**config.mk**
```make
export PLATFORM = sky130hd
export DESIGN_NAME = seg_scan_ctl
export DESIGN_NICKNAME = d
export VERILOG_FILES = /design/src/rtl/seg_pkg.sv /design/src/rtl/seg_decode.sv /design/src/rtl/seg_scan_ctl.sv
export SDC_FILE = /design/constraint.sdc
export NUM_CORES = 1
export LEC_CHECK = 0
export ABC_AREA = 1
export BUFFER_PORTS_ARGS = -buffer_cell sky130_fd_sc_hd__buf_4
export CORE_MARGIN = 2
export CORE_UTILIZATION = 30
export CTS_BUF_LIST = sky130_fd_sc_hd__clkbuf_8 sky130_fd_sc_hd__clkbuf_16
export CTS_CLUSTER_DIAMETER = 60
export DETAILED_ROUTE_END_ITERATION = 12
export GPL_TIMING_DRIVEN = 0
export PLACE_DENSITY = 0.59
export SYNTH_ARGS = -nofsm -noshare
export SYNTH_HDL_FRONTEND = slang
export SYNTH_SLANG_ARGS = --single-unit
export TNS_END_PERCENT = 5
```
**constraint.sdc**
```tcl
create_clock -name clk -period 2.15 [get_ports clk]
set_input_delay 0.215 -clock clk [delete_from_list [all_inputs] [get_ports clk]]
set_output_delay 0.215 -clock clk [all_outputs]
set_load 0.005 [all_outputs]
```
**src/rtl/seg_pkg.sv**
```systemverilog
// seg_pkg: shared constants and helpers for the 7-segment scan controller.
//   GLYPH_TAB  - 16-entry gfedcba glyph table, active-high
//   SEG_OFF    - seg_d value with every segment and the decimal point dark
//   hex2seg()  - 4-bit value to glyph; values 10..15 blank in BCD mode
//   slot_mask()- low-bit mask of the prescaler that spans one digit slot
package seg_pkg;

    localparam logic [7:0] SEG_OFF = 8'h00;

    localparam logic [6:0] GLYPH_TAB [16] = '{
        7'h3F, 7'h06, 7'h5B, 7'h4F, 7'h66, 7'h6D, 7'h7D, 7'h07,
        7'h7F, 7'h6F, 7'h77, 7'h7C, 7'h39, 7'h5E, 7'h79, 7'h71
    };

    function automatic logic [6:0] hex2seg(input logic [3:0] val, input logic hex_en);
        logic [6:0] g;
        if (!hex_en && val > 4'd9) begin
            g = 7'h00;
        end else begin
            g = GLYPH_TAB[val];
        end
        return g;
    endfunction

    // Slot length is 2^(r+1) clocks with r = max(rate, 2), so the slot ends
    // when the low r+1 prescaler bits are all ones.
    function automatic logic [15:0] slot_mask(input logic [3:0] rate);
        logic [3:0] r;
        r = (rate < 4'd2) ? 4'd2 : rate;
        return 16'((32'd2 << r) - 32'd1);
    endfunction

endpackage

```
**src/rtl/seg_decode.sv**
```systemverilog
// seg_decode: combinational 4-bit to 7-segment glyph decode.
//   val_i    - digit value
//   hex_en_i - 1 = show A..F, 0 = blank values 10..15
//   seg_o    - gfedcba, active-high
module seg_decode
    import seg_pkg::*;
(
    input  logic [3:0] val_i,
    input  logic       hex_en_i,
    output logic [6:0] seg_o
);

    assign seg_o = hex2seg(val_i, hex_en_i);

endmodule

```
**src/rtl/seg_scan_ctl.sv**
```systemverilog
// seg_scan_ctl: multiplexed 7-segment scan controller for N_DIG digits.
//   clk, rst     - clock, synchronous active-high reset
//   en           - display enable; low clears counters and darkens outputs
//   rate         - slot length 2^(max(rate,2)+1) clocks
//   bright       - PWM duty (bright+1)/16
//   hex_en, lzb  - glyph mode and leading-zero blanking
//   digits, dp   - packed 4-bit digit values and decimal points, digit 0 rightmost
//   seg_d        - {dp, g..a}, polarity per SEG_ACT_LOW
//   seg_com      - one-hot digit select, polarity per COM_ACT_LOW
//   frame_start  - pulse on the first output cycle of digit 0's slot
module seg_scan_ctl
    import seg_pkg::*;
#(
    parameter int N_DIG       = 8,
    parameter int BLANK_CYC   = 2,
    parameter bit COM_ACT_LOW = 1'b0,
    parameter bit SEG_ACT_LOW = 1'b0
) (
    input  logic               clk,
    input  logic               rst,
    input  logic               en,
    input  logic [3:0]         rate,
    input  logic [3:0]         bright,
    input  logic               hex_en,
    input  logic               lzb,
    input  logic [4*N_DIG-1:0] digits,
    input  logic [N_DIG-1:0]   dp,
    output logic [7:0]         seg_d,
    output logic [N_DIG-1:0]   seg_com,
    output logic               frame_start
);

    localparam int             IW       = $clog2(N_DIG);
    localparam logic [IW-1:0]  LAST_IDX = IW'(N_DIG - 1);
    localparam logic [N_DIG-1:0] COM_INV = {N_DIG{COM_ACT_LOW}};
    localparam logic [7:0]     SEG_INV  = {8{SEG_ACT_LOW}};

    // Scan state
    logic [15:0]        pcnt_q, pcnt_d;
    logic [3:0]         pwm_q, pwm_d;
    logic [IW-1:0]      idx_q, idx_d;
    logic               run_q, run_d;   // enabled on the previous clock
    logic               fs_q, fs_d;     // current cycle is the first of a frame

    // Frame shadows
    logic [4*N_DIG-1:0] sh_digits_q, sh_digits_d;
    logic [N_DIG-1:0]   sh_dp_q, sh_dp_d;
    logic               sh_lzb_q, sh_lzb_d;
    logic               sh_hex_q, sh_hex_d;

    // Output registers
    logic [7:0]         seg_d_q, seg_d_d;
    logic [N_DIG-1:0]   seg_com_q, seg_com_d;
    logic               frame_start_q, frame_start_d;

    logic [15:0]        mask;
    logic [15:0]        pcnt_low;
    logic               slot_end;
    logic               load;
    logic               blank_cur;
    logic               active;
    logic [6:0]         glyph;
    logic [N_DIG-1:0]   com_act;

    assign mask     = slot_mask(rate);
    assign pcnt_low = pcnt_q & mask;
    assign slot_end = (pcnt_low == mask);

    // Next-state logic for counters and shadows.
    always_comb begin
        // NOTE: every variable gets a default first so no latch is inferred.
        pcnt_d      = pcnt_q;
        pwm_d       = pwm_q;
        idx_d       = idx_q;
        run_d       = run_q;
        fs_d        = 1'b0;
        load        = 1'b0;

        if (!en) begin
            pcnt_d = '0;
            pwm_d  = '0;
            idx_d  = '0;
            run_d  = 1'b0;
        end else if (!run_q) begin
            // First enabled clock: counters stay at zero so the next cycle is
            // cycle 0 of digit 0 with freshly loaded shadows.
            run_d = 1'b1;
            fs_d  = 1'b1;
            load  = 1'b1;
        end else begin
            pcnt_d = pcnt_q + 16'd1;
            pwm_d  = pwm_q + 4'd1;
            if (slot_end) begin
                if (idx_q == LAST_IDX) begin
                    idx_d = '0;
                    fs_d  = 1'b1;
                    load  = 1'b1;
                end else begin
                    idx_d = idx_q + IW'(1);
                end
            end
        end

        sh_digits_d = load ? digits : sh_digits_q;
        sh_dp_d     = load ? dp     : sh_dp_q;
        sh_lzb_d    = load ? lzb    : sh_lzb_q;
        sh_hex_d    = load ? hex_en : sh_hex_q;
    end

    // Leading-zero blank for the current digit: walk down from the top digit
    // while digits and decimal points stay zero. Digit 0 is never visited.
    always_comb begin
        logic zero_run;
        zero_run  = sh_lzb_q;
        blank_cur = 1'b0;
        for (int k = N_DIG - 1; k >= 1; k--) begin
            zero_run = zero_run && (sh_digits_q[4*k +: 4] == 4'd0) && !sh_dp_q[k];
            if (IW'(k) == idx_q) begin
                blank_cur = zero_run;
            end
        end
    end

    seg_decode u_decode (
        .val_i    (sh_digits_q[4*idx_q +: 4]),
        .hex_en_i (sh_hex_q),
        .seg_o    (glyph)
    );

    // Output decode from the current state; registered below.
    always_comb begin
        active = en && run_q && (pcnt_low >= 16'(BLANK_CYC)) && (pwm_q <= bright) && !blank_cur;

        com_act        = '0;
        com_act[idx_q] = 1'b1;

        seg_com_d     = (active ? com_act : '0) ^ COM_INV;
        seg_d_d       = (active ? {sh_dp_q[idx_q], glyph} : SEG_OFF) ^ SEG_INV;
        frame_start_d = fs_q;
    end

    always_ff @(posedge clk) begin
        // NOTE: sequential state uses non-blocking assignments only, so every
        // flop samples values from before this edge.
        if (rst) begin
            pcnt_q        <= '0;
            pwm_q         <= '0;
            idx_q         <= '0;
            run_q         <= 1'b0;
            fs_q          <= 1'b0;
            // NOTE: the shadows are ordinary flops, not a RAM, and are reset
            // so the first frame after reset has defined content.
            sh_digits_q   <= '0;
            sh_dp_q       <= '0;
            sh_lzb_q      <= 1'b0;
            sh_hex_q      <= 1'b0;
            seg_d_q       <= SEG_OFF ^ SEG_INV;
            seg_com_q     <= COM_INV;
            frame_start_q <= 1'b0;
        end else begin
            pcnt_q        <= pcnt_d;
            pwm_q         <= pwm_d;
            idx_q         <= idx_d;
            run_q         <= run_d;
            fs_q          <= fs_d;
            sh_digits_q   <= sh_digits_d;
            sh_dp_q       <= sh_dp_d;
            sh_lzb_q      <= sh_lzb_d;
            sh_hex_q      <= sh_hex_d;
            seg_d_q       <= seg_d_d;
            seg_com_q     <= seg_com_d;
            frame_start_q <= frame_start_d;
        end
    end

    assign seg_d       = seg_d_q;
    assign seg_com     = seg_com_q;
    assign frame_start = frame_start_q;

endmodule
```
* Yosys cells after proc, flatten, opt, wreduce, memory -nomap -nowiden
Memories as Yosys holds them, arrays and structs flattened. A register that Yosys moved wholly into a read port is not among the register bits.
Index checks and enable logic that the tools add are counted.
** Word-level totals
- Flip-flop bits (word level) :: 77
- Bits in latches :: 0
- Memory bits (writable) :: 0
- Memory bits (read-only) :: 112
- Input port bits :: 53
- Output and inout bits :: 17
- Word-level logic and storage cells :: 96
- Memories :: 1
** Memory list
- (no name shown) :: depth 16, width 7, rd ports 1, clocked after Yosys merged registers in 1, wr ports 0, line seg_pkg.sv:20 : g = GLYPH_TAB[val];
** Cells by class
- $add $sub $neg :: 4
- Multiply operators :: 0
- Div/mod/pow operators :: 0
- $lt $le $gt $ge :: 6
- Equality and inequality tests :: 9
- Shifts and indexed selects :: 2
- Muxes and demuxes :: 18
- Bitwise logic cells :: 4
- Reductions and logical operators :: 40
** Operator list (count)
- indexed part select 32 x 6 -> 4 bit :: 1
- logical NOT 4 bit :: 7
- logical AND 1 bit :: 20
- adder 16 x 1 -> 16 bit (second input constant) :: 1
- AND 16 bit :: 1
- equality test 16 bit :: 1
- >= comparator 16 x 2 -> 1 bit (second input constant) :: 1
- << shifter 2 x 4 -> 16 bit (first input constant) :: 1
- subtractor 16 x 1 -> 16 bit (second input constant) :: 1
- 2-to-1 mux 1 bit :: 14
- equality test 3 bit (first input constant) :: 4
- logical NOT 1 bit :: 9
- equality test 2 x 3 -> 1 bit (first input constant) :: 2
- NOT 4 -> 5 bit :: 1
- adder 4 x 1 -> 4 bit (second input constant) :: 1
- > comparator 4 bit (second input constant) :: 1
- <= comparator 4 bit :: 1
- < comparator 3 x 4 -> 1 bit (second input constant) :: 1
- < comparator 4 x 2 -> 1 bit (second input constant) :: 1
- 2-to-1 mux 4 bit :: 1
- OR reduction 2 bit :: 2
- adder 3 x 1 -> 3 bit (second input constant) :: 1
- binary-select mux 1 bit (select 3 bit) :: 1
- demux 1 bit (select 3 bit) :: 1
- other kinds (7) :: 8

* Depth between registers and ports, before layout
Gate-level depths: netlist of run 1.
- Depth in word-level cells :: 20
- Gate-level depth with buffers :: 16
- Gate-level depth less buffers :: 14

* By module
Synthesis of run 1 repeated with hierarchy kept, for this count alone.
** Unflattened totals
- Cells, all modules :: 726
- Area total of the unflattened synthesis :: 4787.1 sq um
** By module, submodules not included
- seg_scan_ctl :: times used 1, cells an instance 666, area each 4446.8 sq um, sequential area each 1681.6 sq um
- seg_decode :: times used 1, cells an instance 60, area each 340.3 sq um, sequential area each 0.0 sq um

* Least setup slack after synthesis of run 1
Ideal clock, no wire load.
- Path type :: reg-to-reg
- From :: register idx_q[2]
- To :: register seg_d_q[0] (netlist: seg_d[0])
- Setup time :: 0.121 ns
- Data arrival time :: 1.933 ns
- Required time :: 2.029 ns
- Slack :: 0.096 ns
- Stages on the path, launching flop included :: 13
- Buffers on the path :: 2
- Period minus slack after synthesis :: 2.054 ns
- Path through :: dfxtp_1 > buf_4 > inv_2 > buf_2 > nor3_1 > nand2_1 > nand4_1 > inv_1 > ha_1 > o21ai_1 > nand3b_1 > nand3_1 > nor2_1
** Between the ends
- Longest elaborated chain between the ends :: 12
- Elaborated cells between the ends (all ways) :: 22
- Those cells by class :: order compare (1); eq/ne (7); shift (1); mux (7); bitwise (2); reduce/logical (4)
** RTL lines
- start: declaration :: line seg_scan_ctl.sv:41 : logic [IW-1:0] idx_q, idx_d;
- start signal: assignment :: line seg_scan_ctl.sv:163 : idx_q <= idx_d;
- equality test 3 bit :: line seg_scan_ctl.sv:118 : if (IW'(k) == idx_q) begin
- 2-to-1 mux 1 bit (7 in series) :: line seg_scan_ctl.sv:118
- logical NOT 1 bit :: line seg_scan_ctl.sv:132 : active = en && run_q && (pcnt_low >= 16'(BLANK_CYC)) && (pwm_q <= bright) && !blank_cur;
- logical AND 1 bit :: line seg_scan_ctl.sv:132
- NOT 1 bit (no source line)
- OR reduction 3 bit (no source line)
- end: declaration :: line seg_scan_ctl.sv:52 : logic [7:0] seg_d_q, seg_d_d;
Parallel ways exist; a longest one is shown, timed or not.
A chain may end at the register's enable or synchronous reset.

* Worst setup path in the final report of run 1
- From :: register idx_q[0]
- To :: register seg_d_q[5] (netlist: seg_d[5])
The elaborated chain is that of the path after synthesis.

==> run summary, run 1 <==
Power Internal: 0.00267 W
total congestion overflow: 0
total power: 0.00374 W
Mean Syn Cell Area: 6.43 sq um
boundary pin count: 70
sequential area share after synthesis: 33.9%
min Tclk post-route: 2.06 ns
FF-to-FF setup slack: 0.09 ns
Netlist Area Pre-Place: 4960 sq um
total number of clock tree sinks: 84
number of distinct library cells after synthesis: 40
worst min-delay path startpoint: rst
Reg power frac: 44.7%
share of total power consumed by net switching: 28.6%
dpl ws: -0.486 ns
maximum level of the CTS H-tree: 3
peak supply drop: 0.000409 V
Core Footprint: 16,300 sq um
Clk network pwr share: 39.9%
initial core utilization: 30.4%
highest attainable clock frequency: 485 MHz
proportion of netlist area held by the largest area contributor: 33.9%
per-cell via count in the routed design: 4.52
class of the most critical hold timing path: input port to register
cells traversed along the worst timing path: buf_12 -> nand3_1 -> o22ai_2 -> a211oi_2 -> nand4_1 -> buf_6 -> ha_2 -> o21ai_1 -> nand3b_1 -> nand3_4 -> nor2_1
Arr. time, crit path: 2.30 ns
share of synthesized flip-flops with an asynchronous set or reset: 0%
Slowest cell on crit path: dfxtp_4
final routed wirelength across all metal layers: 13,200 microns
top_reg_cell synth: dfxtp_1
non-filler cells in the finished layout: 1,086
wire length per cell: 12.2 microns
worst reg-to-reg path cell count: 11
Worst Setup Slack, final: 0.0878 ns
Inst Count DP: 1,060
Worst path max stage delay: 0.37 ns
antenna violations before repair: 0
first-pass GRT wire length: 22,300 microns
slew at the pin closest to its max-slew limit: 0.611 ns
summed area of non-filler cells in the final layout: 6300 sq um
total leakage power: 2.92 nW
dpl cell area: 5750 sq um
vias after detailed routing: 4,904
sort of element at the end of the critical path: register
layout cell share with drive strength beyond 1: 19.7%
buffer levels on the longest clock path: 2
leading cell type in the layout, fill and taps excluded: nand2_1
synth-to-layout area growth: 26.8%
library cell used as clock root buffer: clkbuf_16
result of the run: complete, no violations
dominant cells by area after synthesis: dfxtp_1, nand2_1, inv_1
most used cells in the layout excluding fill and tap cells: nand2_1, inv_1, nor2_1, dfxtp_1, buf_4
unrepaired setup endpoints after global routing: yes
power per standard cell area: 593 nW/um^2
cell type group with the largest total delay on the critical path: simple AND/OR/NAND/NOR gates
CP Launch Type: register
portion of the clock cycle consumed by the worst path in the final layout: 95.9%
number of rows in the core area: 47
total inserted antenna cells: 0
Final Hold Viols: 0
Total GRT Usage: 15.7%
headroom to the max-slew limit: 59.3%
count of mapped cells out of synthesis: 772
Chip Width: 133 microns
# nets final: 934
TritonCTS buffer count: 9
die height: 133 microns
number of buffer and inverter instances along the worst setup path: 2
Ys Warns: 0
share of power burned in combinational logic: 15.4%
switching pwr: 0.00107 W
Skew-Pair Late Insertion Delay: 0.35 ns
leading area contributor after synthesis: dfxtp_1
capture endpoint of the worst hold path: frame_start
number of routed nets with antenna violations: 0
total of endpoints with negative setup slack in the final report: 0
DRT Pass-1 Iters: 5
largest net degree at the start of global routing: 17
critical path peak fanout: 10
end-of-flow core utilization: 38.5%
number of global-route vias before repair: 4,681
Yosys reg bits: 84
count of buffers from port buffering: 67
CTS tree: done
number of enable flip-flop cells after synthesis: 0
Max Cap Violations: 0
drt initial violations: 275
Hold Path Depth: 2
category of the most critical setup path: register to register
die area: 17,600 sq um
last weighted congestion value of the routability-driven placer: 0.941
skew final: 0.00498 ns
Reg clk slew, reported paths: 0.06 ns
Required @ worst endpoint: 2.39 ns
dpl hpwl: 10,200 microns
worst r2r dst: seg_d[5]
source of the worst register-to-register timing path: idx_q[0]
number of filler instances in the final layout: 1,835
fin. max-slew vios: 0
DRC violations left: 0
==> worst register-to-register path: cells and delay by family, from the launching register on <==
kind                       cells  cell delay [ns]
and+or+nand+nor                5             0.71
AOI/OAI and AO/OA              3             0.39
DFF                            1             0.37
buffers and inverters          2             0.31
adders and majority gates      1             0.20
==> per-stage QoR <==
step / hold slack [ns] / TNS [ns]
floorplan: 0.286 / 0
global placement: 0.415 / -3.17
detailed placement: 0.416 / -3.23
CTS: 0.0418 / 0
global route: 0.0297 / -0.138
finish: 0.0498 / 0
==> timing repair <==
item / CTS / global route
setup endpoints to repair: 7 / 16
gates resized for setup: 25 / 29
hold buffers: 0 / 0
cloned: 0 / 0
pin swaps: 3 / 6
setup buffers: 5 / 5
==> worst max-delay path by stage <==
stage | cells after the start | from | to
after floorplan | 12 | idx_q[2] | seg_d[0]
after global placement | 12 | idx_q[0] | seg_d[4]
after detailed placement | 12 | idx_q[0] | seg_d[3]
after CTS | 12 | idx_q[0] | seg_d[3]
after global routing | 15 | idx_q[2] | seg_d[6]
final | 11 | idx_q[0] | seg_d[5]
==> synthesized netlist by cell type, types with 2 or more instances <==
cell	count
a21oi_2	10
buf_1	3
buf_2	9
clkinv_1	2
o211ai_1	5
a22oi_1	2
nand2_2	4
buf_12	2
o22ai_1	5
nor2_1	113
a21oi_1	59
nand3_2	2
buf_6	3
nand3_1	74
nor3_1	13
inv_2	7
o21ai_0	29
buf_8	2
o21ai_1	6
dfxtp_1	84
nor4_1	2
nor2_2	5
clkbuf_1	11
buf_4	3
nand4_1	10
inv_1	120
ha_1	20
nand2_1	155
==> layer usage <==
metal	track usage (%)	share of wire, %	vias to the layer above
li1	-	-	2616
met1	20.3	47	2180
met2	26.1	47	96
met3	3.87	5.2	12
met4	3.88	1.2	0
met5	0	0	-
==> cell type report <==
class | instances | area, sq um | share of cell area [%]
plain buffers | 33 | 274 | 4.35
clock buffers | 9 | 225 | 3.58
clock inverters | 7 | 60.1 | 0.954
inverters | 130 | 497 | 7.89
multi-input cells | 526 | 2700 | 42.8
flip-flops and latches | 84 | 1690 | 26.8
well taps | 220 | 275 | 4.37
repair buffers | 77 | 582 | 9.24
==> registers in the layout (all words and copies together) (netlist names) <==
signal,count
sh_digits_q,32
pcnt_q,16
seg_d,8
idx_q,3
sh_dp_q,8
sh_hex_q,1
frame_start,1
sh_lzb_q,1
frame_start_d,1
seg_com,8
pwm_q,4
run_q,1
==> cell families (layout without fill, tap and decap cells) <==
family	Yosys count	after routing	share of synthesized area [%]
adder cells (fa/ha/maj)	20	20	5.04
AO/OA/AOI/OAI	120	120	13.6
buffers and inverters	163	256	14.4
flip-flops	84	84	33.9
AND/OR/NAND/NOR	384	384	33.0
other	1	2	0.0756
==> power groups by stage <==
stage	Sequential (W)	Combinational (W)	Clock, W
final	0.00167	0.000574	0.00149
after global routing	0.00168	0.000663	0.00163
after CTS	0.00167	0.000563	0.00154
after detailed placement	0.00171	0.000553	0
after global placement	0.00170	0.000550	0
after floorplan	0.00169	0.000383	0
Power figures use the tool's default switching activity.
==> run 2, diff against run 1 <==
Settings changed: CORE_MARGIN 2 to 8.
==> run summary, run 2 (synthesized netlist as in run 1, its figures left out) <==
total congestion overflow: 0 (unchanged)
Skew-Pair Late Insertion Delay: 0.35 ns (about the same)
total number of clock tree sinks: 84 (unchanged)
buffer levels on the longest clock path: 2 (unchanged)
FF-to-FF setup slack: 0.07 ns (-0.02 ns)
critical path peak fanout: 7 (-3)
sort of element at the end of the critical path: register
boundary pin count: 70 (unchanged)
Inst Count DP: 1,060 (unchanged)
drt initial violations: 218 (-21%)
dpl ws: -0.438 ns (+0.0478 ns)
source of the worst register-to-register timing path: idx_q[2]
class of the most critical hold timing path: input port to register
library cell used as clock root buffer: clkbuf_16
Worst Setup SP: idx_q[2]
die height: 145 microns (+9.0%)
non-filler cells in the finished layout: 1,089 (+0.28%)
number of global-route vias before repair: 4,647 (-0.73%)
Total GRT Usage: 13.2% (-2.5 points)
fin. max-slew vios: 0 (unchanged)
min Tclk post-route: 2.08 ns (+0.0171 ns)
largest net degree at the start of global routing: 16 (-1)
category of the most critical setup path: register to register
Arr. time, crit path: 2.33 ns (+0.03 ns)
peak supply drop: 0.000331 V (-19%)
first-pass GRT wire length: 21,500 microns (-3.2%)
die area: 20,900 sq um (+19%)
largest registers: sh_digits_q x32, pcnt_q x16
count of buffers from port buffering: 67 (unchanged)
highest attainable clock frequency: 481 MHz (-0.82%)
initial core utilization: 30.3% (-0.11 points)
wire length per cell: 12.5 microns (+2.5%)
total inserted antenna cells: 0 (unchanged)
Largest register FFs: 32 (unchanged)
power per standard cell area: 599 nW/um^2 (+0.86%)
number of filler instances in the final layout: 1,801 (-1.9%)
layout cell share with drive strength beyond 1: 19.8% (+0.047 points)
worst r2r dst: seg_d[1]
Chip Width: 145 microns (+9.0%)
Required @ worst endpoint: 2.40 ns (about the same)
CP Launch Type: register
per-cell via count in the routed design: 4.57 (+1.1%)
antenna violations before repair: 0 (unchanged)
synth-to-layout area growth: 28.0%
CTS tree: done
Max Cap Violations: 0 (unchanged)
most used cells in the layout excluding fill and tap cells: nand2_1, inv_1, nor2_1, dfxtp_1, buf_4
Most flops, register: sh_digits_q
Final Hold Viols: 0 (unchanged)
unrepaired setup endpoints after global routing: yes
area of combinational cells with multiple inputs: 2690 sq um (about the same)
last weighted congestion value of the routability-driven placer: 0.917 (-2.6%)
result of the run: complete, no violations
worst reg-to-reg path cell count: 12 (+1)
number of rows in the core area: 47 (unchanged)
portion of the clock cycle consumed by the worst path in the final layout: 96.7% (+0.80 points)
setup TNS: 0 ns (unchanged)
summed area of non-filler cells in the final layout: 6350 sq um (+0.89%)
CP Capture Point: seg_d[1]
Reg clk slew, reported paths: 0.06 ns (about the same)
dpl hpwl: 10,400 microns (+2.5%)
slew at the pin closest to its max-slew limit: 0.581 ns (-0.0303 ns)
maximum level of the CTS H-tree: 3 (unchanged)
Worst Setup Slack, final: 0.0706 ns (-0.0171 ns)
number of routed nets with antenna violations: 0 (unchanged)
TritonCTS buffer count: 9 (unchanged)
headroom to the max-slew limit: 61.3% (+2.0 points)
# nets final: 937 (+0.32%)
dpl cell area: 5750 sq um (unchanged)
DRC violations left: 0 (unchanged)
final routed wirelength across all metal layers: 13,600 microns (+2.8%)
vias after detailed routing: 4,974 (+1.4%)
Core Footprint: 16,400 sq um (+0.36%)
total leakage power: 2.96 nW (+1.5%)
total of endpoints with negative setup slack in the final report: 0 (unchanged)
skew final: 0.00673 ns (+0.00176 ns)
leading cell type in the layout, fill and taps excluded: nand2_1
DRT Pass-1 Iters: 4 (-1)
area occupied by registers: 1690 sq um (about the same)
## run 2: changes by cell type in the layout (fill, tap and decap cells not counted), sizes merged
cell / change
bufinv: +1
clkinv: +2
clkbuf: +1
inv: -1
buf: +2
clkinvlp: -2
## run 2: how the worst min path moves through the flow
stage / startpoint / to / slack, ns / cells after the start
floorplan: rst / frame_start / 0.29 / 1
global placement: rst / frame_start / 0.39 / 2
detailed placement: rst / frame_start / 0.39 / 2
CTS: rst / frame_start / 0.02 / 2
global route: rst / frame_start / 0.02 / 2
finish: rst / frame_start / 0.02 / 2
## run 2: power by group
part | leakage [nW] | total, W | internal (W) | switching [W]
sequential | 0.689 | 0.00167 | 0.00162 | 0.0000496
combinational | 2.13 | 0.000569 | 0.000243 | 0.000326
clock | 0.146 | 0.00156 | 0.000905 | 0.000658
## run 2: critical path, cell delays in order (launching register included)
cell,delay [ns]
dfxtp_2,0.33
buf_6,0.12
inv_2,0.11
nand3_1,0.20
o22ai_2,0.21
a211oi_2,0.05
nand4_1,0.17
inv_2,0.08
ha_1,0.22
o21ai_1,0.14
nand3b_1,0.15
nand3_4,0.14
nor2_1,0.05
## run 2: per-layer routing
layer	GRT usage (%)	wire length [microns]
met1	15.9	6100
met2	22.1	6480
met3	3.57	823
met4	4.33	216
met5	0	0
## run 2: final cells by class
type	count	area share, %
buffer	33	4.31
clock buffer	9	3.55
clock inverter	7	1.16
inverter	130	7.74
multi-input combinational	526	42.4
sequential	84	26.6
tap	220	4.33
timing repair buffer	80	9.93
## run 2: stage by stage
| step | utilization (%) | hold WS (ns) | power [W] |
|---|---|---|---|
| floorplan | - | 0.286 | 0.00207 |
| global placement | 35.0 | 0.386 | 0.00226 |
| detailed placement | 35.0 | 0.389 | 0.00226 |
| CTS | 37.7 | 0.0176 | 0.00384 |
| global route | 38.7 | 0.0160 | 0.00399 |
| finish | 38.7 | 0.0234 | 0.00380 |
## run 2: repair_timing
action                                  in CTS  in global routing
buffers inserted                             8                  4
resized for setup                           24                 27
gates cloned                                 0                  1
pin swaps                                    3                  6
hold buffers                                 0                  0
endpoints found under the setup margin       7                 15
==> run 3, diff against run 2 <==
Settings changed: PLACE_DENSITY 0.59 to default, PLACE_DENSITY_LB_ADDON from default to 0.08.
==> run summary, run 3 (synthesized netlist as in run 1, its figures left out) <==
buffer levels on the longest clock path: 2 (unchanged)
Core Footprint: 16,400 sq um (unchanged)
unrepaired setup endpoints after global routing: yes
peak supply drop: 0.000358 V (+8.3%)
result of the run: complete, no violations
Reg clk slew, reported paths: 0.06 ns (about the same)
number of filler instances in the final layout: 1,788 (-0.72%)
Fin Hold WS: 0.0360 ns (+0.0125 ns)
count of buffers from port buffering: 67 (unchanged)
leading cell type in the layout, fill and taps excluded: nand2_1
min Tclk post-route: 2.05 ns (-0.0321 ns)
number of buffer and inverter instances along the worst setup path: 5 (+2)
synth-to-layout area growth: 26.5%
category of the most critical setup path: register to register
dpl ws: -0.499 ns (-0.0609 ns)
first-pass GRT wire length: 22,600 microns (+5.1%)
cell type group with the largest total delay on the critical path: simple AND/OR/NAND/NOR gates
per-cell via count in the routed design: 4.64 (+1.5%)
total leakage power: 2.92 nW (-1.4%)
Slowest cell on crit path: dfxtp_4
hold buffers post-CTS: 0 (unchanged)
Most flops, register: sh_digits_q
maximum level of the CTS H-tree: 3 (unchanged)
power per standard cell area: 609 nW/um^2 (+1.8%)
DRC violations left: 0 (unchanged)
Final Hold Viols: 0 (unchanged)
total congestion overflow: 0 (unchanged)
setup TNS: 0 ns (unchanged)
initial core utilization: 30.3% (unchanged)
antenna violations before repair: 0 (unchanged)
largest net degree at the start of global routing: 15 (-1)
critical path peak fanout: 10 (+3)
# nets final: 931 (-0.64%)
number of routed nets with antenna violations: 0 (unchanged)
Max Cap Violations: 0 (unchanged)
CP Launch Type: register
wire length per cell: 13.1 microns (+4.8%)
sort of element at the end of the critical path: register
total power: 0.00383 W (+0.60%)
headroom to the max-slew limit: 63.5% (+2.2 points)
largest registers: sh_digits_q x32, pcnt_q x16
non-filler cells in the finished layout: 1,083 (-0.55%)
fin. max-slew vios: 0 (unchanged)
boundary pin count: 70 (unchanged)
Largest register FFs: 32 (unchanged)
Required @ worst endpoint: 2.43 ns (+0.03 ns)
dpl hpwl: 11,200 microns (+7.3%)
total inserted antenna cells: 0 (unchanged)
last weighted congestion value of the routability-driven placer: 0.941 (+2.7%)
number of global-route vias before repair: 4,718 (+1.5%)
vias after detailed routing: 5,022 (+0.97%)
cells traversed along the worst timing path: buf_8 -> buf_8 -> nand3_2 -> inv_1 -> a211oi_2 -> nand4_1 -> buf_6 -> inv_4 -> ha_4 -> o21ai_1 -> nand3b_1 -> nand3_4 -> nor2_2
FF-to-FF setup slack: 0.10 ns (+0.03 ns)
CTS tree: done
highest attainable clock frequency: 488 MHz (+1.6%)
drt initial violations: 188 (-14%)
Inst Count DP: 1,060 (unchanged)
Skew-Pair Late Insertion Delay: 0.34 ns (about the same)
TritonCTS buffer count: 9 (unchanged)
total number of clock tree sinks: 84 (unchanged)
library cell used as clock root buffer: clkbuf_16
class of the most critical hold timing path: input port to register
DRT Pass-1 Iters: 4 (unchanged)
die height: 145 microns (unchanged)
die area: 20,900 sq um (unchanged)
Chip Width: 145 microns (unchanged)
most used cells in the layout excluding fill and tap cells: nand2_1, inv_1, nor2_1, dfxtp_1, buf_4
Total GRT Usage: 13.9% (+0.71 points)
slew at the pin closest to its max-slew limit: 0.547 ns (-0.0333 ns)
skew final: 0.00631 ns (-0.000428 ns)
number of rows in the core area: 47 (unchanged)
Top cell by count, worst path: buf_8
Arr. time, crit path: 2.33 ns (about the same)
total of endpoints with negative setup slack in the final report: 0 (unchanged)
portion of the clock cycle consumed by the worst path in the final layout: 95.2% (-1.5 points)
Worst Setup Slack, final: 0.103 ns (+0.0321 ns)
final routed wirelength across all metal layers: 14,200 microns (+4.2%)
Worst path max stage delay: 0.36 ns (+0.03 ns)
layout cell share with drive strength beyond 1: 19.5% (-0.33 points)
-- run 3: cell types whose count changed in the layout (fill, tap and decap cells not counted), moves of 3 or more --
| cell | previous run | this run |
|---|---|---|
| nand3_4 | 5 | 1 |
| buf_12 | 5 | 2 |
| inv_2 | 10 | 6 |
| nor2_1 | 112 | 109 |
| nand3_2 | 2 | 6 |
| buf_4 | 80 | 75 |
| nor2_2 | 6 | 9 |
-- run 3: what timing repair did --
action	in CTS	in global routing
pin swaps	3	3
endpoints found under the setup margin	15	18
resized for setup	15	36
buffers inserted	3	4
-- run 3: report_power, final --
group          switching [W]  leakage (nW)  total (W)  internal (W)
Sequential         0.0000511         0.689    0.00167       0.00162
Clock               0.000645         0.144    0.00157      0.000929
Combinational       0.000331          2.09   0.000578      0.000247
-- run 3: layout make-up --
type | instances | area (sq um) | share of cell area, %
Sequential cell | 84 | 1690 | 26.9
Inverter | 130 | 497 | 7.91
Clock inverter | 6 | 63.8 | 1.02
Buffer | 33 | 260 | 4.14
Timing Repair Buffer | 74 | 559 | 8.91
Multi-Input combinational cell | 526 | 2700 | 43.0
Tap cell | 220 | 275 | 4.38
Clock buffer | 10 | 239 | 3.81
-- run 3: path summary, 6_finish.rpt --
| check | from | endpoint | cells past startpoint |
|---|---|---|---|
| worst max-delay path | idx_q[0] | seg_d[6] | 13 |
| worst max register to register | idx_q[0] | seg_d[6] | 13 |
| worst min-delay path | rst | frame_start | 2 |
| worst min register to register | frame_start_d | frame_start | 2 |
-- run 3: per-layer routing --
metal / GRT usage [%] / part of all wire (%)
met5: 0 / 0
met4: 5.42 / 2.5
met3: 2.84 / 4.0
met2: 24.7 / 50
met1: 15.9 / 43
-- run 3: worst register-to-register path, stage by stage (launching register included) --
cell	delay [ns]
dfxtp_4	0.36
buf_8	0.15
buf_8	0.15
nand3_2	0.09
inv_1	0.06
a211oi_2	0.21
nand4_1	0.13
buf_6	0.16
inv_4	0.08
ha_4	0.14
o21ai_1	0.07
nand3b_1	0.14
nand3_4	0.14
nor2_2	0.13
-- run 3: per-stage QoR --
step | util, % | instance area, sq um
after global routing | 38.3 | 6280
final | 38.3 | 6280
after global placement | 35.0 | 5750
after CTS | 37.3 | 6120
after floorplan | - | 4970
after detailed placement | 35.0 | 5750
